### src/rtl/avr_io_uart.sv
// avr_io_uart: memory-mapped 8N1 UART for the AVR I/O space.
// Registers at BASE_ADDR+0 (UDR), +1 (USR), +2 (UBRR). Bit period is UBRR+1 clocks.
//
// Bus semantics: io_read/io_write are single-cycle strobes qualified by io_sel.
// A write or read takes effect on the rising edge that ends the cycle.
// io_out is purely combinational and has no side effects unless io_read is high.
module avr_io_uart #(
    parameter logic [5:0] BASE_ADDR = 6'h0C
) (
    input  logic       clk,
    input  logic       rst,
    input  logic [5:0] io_addr,
    input  logic       io_read,
    input  logic       io_write,
    input  logic [7:0] io_in,
    output logic [7:0] io_out,
    output logic       io_sel,
    output logic       txd,
    input  logic       rxd
);

    typedef enum logic [1:0] {S_IDLE, S_START, S_DATA, S_STOP} uart_state_t;

    logic [5:0] offset;
    logic       udr_wr, usr_wr, ubrr_wr, udr_rd;

    logic [7:0] ubrr;
    logic [8:0] period;
    logic [8:0] rx_half;

    // Transmit side
    uart_state_t tx_state, tx_next;
    logic [7:0]  tx_hold, tx_shift;
    logic [8:0]  tx_cnt;
    logic [2:0]  tx_bit;
    logic        udre, txc;
    logic        tx_tick, tx_load, tx_done;

    // Receive side
    uart_state_t rx_state, rx_next;
    logic        rx_s1, rx_s2, rx_prev;
    logic [7:0]  rx_shift, rx_buf;
    logic [8:0]  rx_cnt;
    logic [2:0]  rx_bit;
    logic        rxc, fe, dor;
    logic        rx_tick, rx_fall, rx_go_start, rx_go_data, rx_sample, rx_done;

    // Offset arithmetic wraps in 6 bits, so the window is correct for any BASE_ADDR.
    assign offset  = io_addr - BASE_ADDR;
    assign io_sel  = (offset < 6'd3);
    assign udr_wr  = io_write && io_sel && (offset == 6'd0);
    assign usr_wr  = io_write && io_sel && (offset == 6'd1);
    assign ubrr_wr = io_write && io_sel && (offset == 6'd2);
    assign udr_rd  = io_read  && io_sel && (offset == 6'd0);

    assign period  = {1'b0, ubrr};
    assign rx_half = ({1'b0, ubrr} + 9'd1) >> 1;
    assign tx_tick = (tx_cnt == 9'd0);
    assign rx_tick = (rx_cnt == 9'd0);
    assign rx_fall = rx_prev && !rx_s2;

    // Read mux: selected register or zero.
    always_comb begin
        io_out = 8'h00;
        if (io_sel) begin
            case (offset)
                6'd0:    io_out = rx_buf;
                6'd1:    io_out = {rxc, txc, udre, fe, dor, 3'b000};
                6'd2:    io_out = ubrr;
                default: io_out = 8'h00;
            endcase
        end
    end

    // Baud divisor register; running bits pick it up at their next reload.
    always_ff @(posedge clk) begin
        if (rst) ubrr <= 8'h00;
        else if (ubrr_wr) ubrr <= io_in;
    end

    // TX next-state logic; a pending holding byte chains straight into START.
    always_comb begin
        tx_next = tx_state;
        tx_load = 1'b0;
        tx_done = 1'b0;
        case (tx_state)
            S_IDLE:  if (!udre) begin tx_next = S_START; tx_load = 1'b1; end
            S_START: if (tx_tick) tx_next = S_DATA;
            S_DATA:  if (tx_tick && tx_bit == 3'd7) tx_next = S_STOP;
            S_STOP: begin
                if (tx_tick) begin
                    if (!udre) begin tx_next = S_START; tx_load = 1'b1; end
                    else begin tx_next = S_IDLE; tx_done = 1'b1; end
                end
            end
            default: tx_next = S_IDLE;
        endcase
    end

    // TX state register.
    always_ff @(posedge clk) begin
        if (rst) tx_state <= S_IDLE;
        else tx_state <= tx_next;
    end

    // TX datapath: holding register, shifter, bit timer and line driver.
    always_ff @(posedge clk) begin
        if (rst) begin
            udre     <= 1'b1;
            tx_hold  <= 8'h00;
            tx_shift <= 8'h00;
            tx_cnt   <= 9'd0;
            tx_bit   <= 3'd0;
            txd      <= 1'b1;
        end else begin
            // A write is accepted only while the holding register is empty.
            if (udr_wr && udre) begin
                tx_hold <= io_in;
                udre    <= 1'b0;
            end else if (tx_load) begin
                udre <= 1'b1;
            end
            if (tx_load) begin
                tx_shift <= tx_hold;
                txd      <= 1'b0;
                tx_cnt   <= period;
                tx_bit   <= 3'd0;
            end else if (tx_state != S_IDLE) begin
                if (tx_tick) begin
                    tx_cnt <= period;
                    case (tx_state)
                        S_START: begin
                            txd      <= tx_shift[0];
                            tx_shift <= tx_shift >> 1;
                        end
                        S_DATA: begin
                            if (tx_bit == 3'd7) begin
                                txd <= 1'b1;
                            end else begin
                                txd      <= tx_shift[0];
                                tx_shift <= tx_shift >> 1;
                                tx_bit   <= tx_bit + 3'd1;
                            end
                        end
                        default: txd <= 1'b1;
                    endcase
                end else begin
                    tx_cnt <= tx_cnt - 9'd1;
                end
            end
        end
    end

    // TXC: set when the line goes idle, cleared by writing 1 to USR bit 6.
    always_ff @(posedge clk) begin
        if (rst) txc <= 1'b0;
        else if (tx_done) txc <= 1'b1;
        else if (usr_wr && io_in[6]) txc <= 1'b0;
    end

    // rxd synchroniser plus one delayed copy for falling-edge detection.
    always_ff @(posedge clk) begin
        if (rst) begin
            rx_s1   <= 1'b1;
            rx_s2   <= 1'b1;
            rx_prev <= 1'b1;
        end else begin
            rx_s1   <= rxd;
            rx_s2   <= rx_s1;
            rx_prev <= rx_s2;
        end
    end

    // RX next-state logic. Edge detection costs one cycle, so the start
    // countdown is one shorter; with a zero half-period the detecting
    // sample is itself the start-bit sample and START is skipped.
    always_comb begin
        rx_next     = rx_state;
        rx_go_start = 1'b0;
        rx_go_data  = 1'b0;
        rx_sample   = 1'b0;
        rx_done     = 1'b0;
        case (rx_state)
            S_IDLE: begin
                if (rx_fall) begin
                    if (rx_half == 9'd0) begin rx_next = S_DATA; rx_go_data = 1'b1; end
                    else begin rx_next = S_START; rx_go_start = 1'b1; end
                end
            end
            S_START: begin
                if (rx_tick) begin
                    if (rx_s2) rx_next = S_IDLE;
                    else begin rx_next = S_DATA; rx_go_data = 1'b1; end
                end
            end
            S_DATA: begin
                if (rx_tick) begin
                    rx_sample = 1'b1;
                    if (rx_bit == 3'd7) rx_next = S_STOP;
                end
            end
            S_STOP: if (rx_tick) begin rx_next = S_IDLE; rx_done = 1'b1; end
            default: rx_next = S_IDLE;
        endcase
    end

    // RX state register.
    always_ff @(posedge clk) begin
        if (rst) rx_state <= S_IDLE;
        else rx_state <= rx_next;
    end

    // RX datapath: sample timer and LSB-first shifter.
    always_ff @(posedge clk) begin
        if (rst) begin
            rx_cnt   <= 9'd0;
            rx_bit   <= 3'd0;
            rx_shift <= 8'h00;
        end else begin
            if (rx_go_start) begin
                rx_cnt <= rx_half - 9'd1;
            end else if (rx_go_data) begin
                rx_cnt <= period;
                rx_bit <= 3'd0;
            end else if (rx_state != S_IDLE) begin
                if (rx_tick) rx_cnt <= period;
                else rx_cnt <= rx_cnt - 9'd1;
            end
            if (rx_sample) begin
                rx_shift <= {rx_s2, rx_shift[7:1]};
                rx_bit   <= rx_bit + 3'd1;
            end
        end
    end

    // RX buffer and flags; a read coinciding with completion hands over the
    // new byte without flagging an overrun.
    always_ff @(posedge clk) begin
        if (rst) begin
            rx_buf <= 8'h00;
            rxc    <= 1'b0;
            fe     <= 1'b0;
            dor    <= 1'b0;
        end else if (rx_done) begin
            rx_buf <= rx_shift;
            rxc    <= 1'b1;
            fe     <= !rx_s2;
            dor    <= rxc && !udr_rd;
        end else if (udr_rd) begin
            rxc <= 1'b0;
            dor <= 1'b0;
        end
    end

endmodule

### config.mk
export PLATFORM = sky130hd
export DESIGN_NAME = avr_io_uart
export DESIGN_NICKNAME = d
export VERILOG_FILES = /design/src/rtl/avr_io_uart.sv
export SDC_FILE = /design/constraint.sdc
export NUM_CORES = 1
export LEC_CHECK = 0
export CAP_MARGIN = 15
export CORE_MARGIN = 2
export CORE_UTILIZATION = 55
export CTS_BUF_LIST = sky130_fd_sc_hd__clkbuf_8
export CTS_CLUSTER_DIAMETER = 50
export DETAILED_ROUTE_END_ITERATION = 8
export PLACE_DENSITY_LB_ADDON = 0.15
export SETUP_SLACK_MARGIN = 0.5
export SYNTH_ARGS = -nofsm -noshare
export SYNTH_HDL_FRONTEND = slang
export SYNTH_SLANG_ARGS = --single-unit
### constraint.sdc
create_clock -name clk -period 6.85 [get_ports clk]
set_clock_uncertainty 0.1 [all_clocks]
set_input_delay 1.37 -clock clk [delete_from_list [all_inputs] [get_ports clk]]
set_output_delay 1.37 -clock clk [all_outputs]
set_load 0.005 [all_outputs]
## After elaboration in Yosys (flattened, before gate mapping)

Index checks and enable logic that the tools add are counted.

| cells by class | value |
|---|---|
| add/sub/neg operators | 7 |
| magnitude comparators | 1 |
| equality and inequality tests | 21 |
| mux-type cells | 60 |
| bitwise gates (word level) | 1 |
| reduce and logical (&&, ||, !) cells | 36 |

Operator list:

| kind | number |
|---|---|
| 2-to-1 mux 8 bit | 7 |
| 2-to-1 mux 9 bit | 5 |
| zero test 9 bit | 3 |
| 2-to-1 mux 1 bit | 27 |
| one-hot mux 8 bit (3 select lines) | 1 |
| 2-to-1 mux 2 bit | 11 |
| != test 2 bit, second input constant | 9 |
| subtractor 9 x 1 -> 9 bit, second input constant | 2 |
| one-hot mux 2 bit (4 select lines) | 2 |
| one-hot mux 8 bit (2 select lines) | 1 |
| nonzero test 2 bit | 8 |
| AND reduction 4 bit | 3 |
| logical AND 1 bit | 11 |
| adder 8 x 1 -> 9 bit, second input constant | 1 |
| 2-to-1 mux 3 bit | 3 |
| subtractor 8 x 1 -> 9 bit, second input constant | 1 |
| == test 2 bit, second input constant | 4 |
| adder 3 x 1 -> 3 bit, second input constant | 2 |
| == test 3 bit, second input constant | 2 |
| == test 6 x 1 -> 1 bit, second input constant | 1 |
| == test 6 x 2 -> 1 bit, second input constant | 1 |
| zero test 6 bit | 1 |
| < comparator 6 x 2 -> 1 bit, second input constant | 1 |
| one-hot mux 1 bit (2 select lines) | 3 |
| 11 further kinds | 16 |

| storage, ports and cells | value |
|---|---|
| register bits after elaboration | 77 |
| output and inout bits | 10 |

## Logic depth before layout (Yosys ltp)

| logic depth | value |
|---|---|
| depth after elaboration | 8 |
| gate-level depth with buffers | 9 |

## Worst setup path after synthesis

OpenSTA, ideal clock, no wires.

| timing path | value |
|---|---|
| path kind | input -> output |
| from | in io_addr[5] |
| to | out io_out[0] |
| arrival time | 2.235 ns |
| required time | 5.380 ns |
| slack | 3.145 ns |
| cell stages on the path | 5 |
| cells stage by stage | nand4bb_1 clkbuf_1 or2_2 clkbuf_1 nor2_1 |

| between the ends | value |
|---|---|
| longest elaborated chain between the ends | 4 |
| elaborated cells on any way between the ends | 7 |
| those cells by class | add/sub: 1; order compare: 1; eq/ne: 2; mux: 2; reduce/logical: 1 |

Ends and longest elaborated chain:

| what | RTL line | source |
|---|---|---|
| start: declaration | 12 | `input logic [5:0] io_addr,` |
| subtractor 6 x 4 -> 6 bit * | 49 | `assign offset = io_addr - BASE_ADDR;` |
| parallel branches: the longest is 2 deep, another holds < comparator 6 x 2 -> 1 bit | n/a |  |
| 2-to-1 mux 8 bit * | 65 | `if (io_sel) begin` |
| end: declaration | 16 | `output logic [7:0] io_out,` |

Mark *: on every way between the ends.

## Worst setup path in the final report

| timing path | value |
|---|---|
| from | in io_addr[1] |
| to | out io_out[6] |

The elaborated chain is that of the path after synthesis.

==> summary.txt <==
Outcome
  • Status: completed

Critical path
  • Crit path launch type: input port
  • Crit path from: io_addr[1]
  • Kind of critical path: input port to output pin
  • Crit Path Max Fanout: 12
  • Worst path arrival time: 3.32 ns
  • R2r worst-path depth: 7
  • Critical R2R Launch: rx_cnt[0]
  • CP Capture Type: output pin
  • WP data required: 5.38 ns

Die
  • Die width: 91.5 um
  • FP Rows: 31
  • I/O pin count: 29
  • Core area: 7330 um^2
  • Chip Height: 91.5 um
  • Die Area: 8380 um^2
  • Starting Density: 57.5%

Placement
  • IO Port Bufs: 28
  • Placed Cells incl. Taps: 600
  • GPL Wtd Cong: 0.826
  • Placement Setup Slack: 2.10 ns
  • Hpwl dp: 6.27 mm
  • Placed cell area: 4480 um^2

Layout
  • Nets: 546
  • N_diodes: 0
  • Design Area, Final: 4650 um^2
  • P&R area growth vs syn: 10.3%
  • Filler cells: 640
  • Final std cells w/o fill: 616
  • Fraction of layout cells with a size suffix above 1: 7.54%

Worst hold path
  • Worst hold path type: flip-flop to flip-flop
  • Cell count of the worst hold path: 1
  • Hold_sp: rx_s1

Global route
  • Pin count of the biggest net entering global routing: 74
  • First-pass GRT wire length: 15.8 mm
  • Grt ovf: 0
  • GRT Util Overall: 23.2%
  • Initial antenna violation count: 0
  • Vias in the first global route: 3314

Power and ir drop
  • Leak Pwr: 1.68 nW
  • Clk network pwr share: 26.0%
  • Sw Ratio: 36.3%
  • NetSw: 0.000440 W
  • VDD IR-drop max: 148 uV
  • Combinational fraction of design power: 32.5%
  • Sequential fraction of design power: 41.5%
  • PwrDens: 261 nW/um^2
  • Internal: 0.000773 W

STA
  • Unrepaired setup endpoints after global routing: false
  • Final Cycle Share: 70.0%
  • Setup_tns: 0 ns
  • Final slew viol count: 0
  • Worst slew pin tran: 1.06 ns
  • Final hold slack: 0.314 ns
  • Final hold vios: 0
  • Max Fclk: 209 MHz
  • Endpoints failing setup: 0
  • Min Tclk post-route: 4.79 ns
  • Setup WS post-layout: 2.06 ns
  • Slew margin rel.: 29.5%

Clock network
  • Clk_lat worst skew: 0.36 ns
  • Clock slew at reported path FFs: 0.08 ns
  • Cts hold-fix bufs: 0
  • Post-CTS Setup Bufs: 0
  • Clk root buf: clkbuf_8
  • CTS max path bufs: 2
  • CTS buffer count: 9
  • CTS-repair resized insts: 0
  • Clk sink count: 77
  • CTS tree: done
  • H-tree Lvls: 3

Drt
  • DR DRC count: 0
  • DRT iter0 DRCs: 239
  • Total Wirelength: 9.21 mm
  • Post-DR wirelength/cell: 15.0 um
  • Via count: 3551
  • Vias per cell: 5.76
  • DRT antenna net count: 0
  • First-pass DRT Iterations: 5

Yosys
  • Yosys reg bits: 77
  • Mapped Nets: 543
  • Synth Warn #: 0
  • Post-synth EDFFs: 0
  • Post-synth ARST share: 0%
  • Seq/Total Area, Yosys: 36.6%
  • Post-synth cell types: 61
  • Ys flop type: dfxtp_1
  • Gate count of the mapped netlist: 509
  • Cell Area, Synth: 4220 um^2
  • Avg Synthesized Cell Area: 8.28 um^2

Flow run
  • Max_cap viols: 0
## path summary, 6_finish.rpt
kind	to	slack (ns)
min reg2reg	rx_s2	0.31
max	io_out[6]	2.06
min	rx_s2	0.31
max reg2reg	dor	3.77
## power by group through the flow
stage	registers [W]	clock network [W]	logic (W)
after floorplan	0.000505	0	0.000326
after global placement	0.000512	0	0.000382
after detailed placement	0.000513	0	0.000392
after CTS	0.000503	0.000322	0.000394
after global routing	0.000510	0.000340	0.000444
final	0.000504	0.000315	0.000395
## sequential cells by signal (all words and copies together), names as in the netlist, 2 cells and up
name and flops:
rx_bit 3, rx_buf 8, rx_cnt 9, rx_shift 8
rx_state 2, tx_bit 3, tx_cnt 9, tx_hold 8
tx_shift 8, tx_state 2, ubrr 8
## critical path: stages
cell	delay (ns)
clkdlybuf4s50_1	0.73
nor2b_1	0.46
a21oi_1	0.13
nor2_1	0.12
clkdlybuf4s50_1	0.52
## final cells by class
class / count / area [um^2] / area share (%)
repair buffers: 30 / 290 / 6.24
flip-flops and latches: 77 / 1540 / 33.2
clock buffers: 9 / 124 / 2.66
inverters: 15 / 56.3 / 1.21
multi-input cells: 379 / 2460 / 53.0
clock inverters: 7 / 50.0 / 1.08
well taps: 99 / 124 / 2.66
## cells by family after synthesis
family / count (synthesis) / share of synthesized area (%)
muxes: 55 / 13.2
DFF: 77 / 36.6
and+or+nand+nor: 194 / 22.2
AOI/OAI and AO/OA: 102 / 15.9
adders and majority gates: 15 / 4.45
buffers and inverters: 53 / 4.99
xor gates and xnor gates: 13 / 2.70
## layer usage
layer	share of wire, %	vias up	GRT usage [%]	wire length, um
met1	46	1651	29.9	4270
met3	5.3	10	5.39	486
li1	-	1804	-	-
met5	0	-	0	0
met4	1.2	0	7.45	109
met2	47	86	38.1	4350
## layout by cell type (no fill, tap or decap), drive strengths merged, types with 6 or more instances in the layout
cell,n
o21ai,18
nand3,9
xnor2,10
mux2i,50
clkdlybuf4s50,27
nand2,37
clkbuf,9
dfxtp,77
or2,6
and3,6
a22oi,6
nor3,14
a21oi,31
ha,15
inv,19
a211oi,17
nor2,88
## Yosys cell counts, types with 2 or more instances
cell type / number / share of area [%]
nor2_1: 87 / 7.7
dfxtp_1: 77 / 37
mux2i_1: 50 / 12
nand2_1: 36 / 3.2
clkbuf_1: 32 / 2.8
a21oi_1: 30 / 3.6
o21ai_0: 18 / 2.1
a211oi_1: 16 / 2.8
ha_1: 15 / 4.5
inv_1: 15 / 1.3
nor3_1: 13 / 1.5
xnor2_1: 10 / 2.1
nand3_1: 9 / 1.1
a22oi_1: 6 / 1.1
and3_1: 6 / 0.89
or2_2: 6 / 0.89
mux2_2: 5 / 1.3
a31oi_1: 4 / 0.59
nor4_1: 4 / 0.59
o211ai_1: 4 / 0.71
a311oi_1: 3 / 0.62
and3b_1: 3 / 0.62
buf_2: 3 / 0.36
nand2b_1: 3 / 0.45
nor2b_1: 3 / 0.45
or4_1: 3 / 0.53
xor2_1: 3 / 0.62
a21boi_0: 2 / 0.36
a21o_1: 2 / 0.36
a221oi_1: 2 / 0.42
and4_1: 2 / 0.42
buf_1: 2 / 0.18
nand3b_1: 2 / 0.36
nand4_1: 2 / 0.30
nor3b_1: 2 / 0.36
nor4b_1: 2 / 0.42
o22ai_1: 2 / 0.30
o31ai_1: 2 / 0.36
## metrics by stage
stage / power [W] / utilization (%)
6_report: 0.00121 / 63.4
3_5_place_dp: 0.000905 / 61.1
5_1_grt: 0.00129 / 63.4
3_3_place_gp: 0.000894 / 61.1
2_1_floorplan: 0.000831 / -
4_1_cts: 0.00122 / 63.4
(Power assumes the default switching activity.)
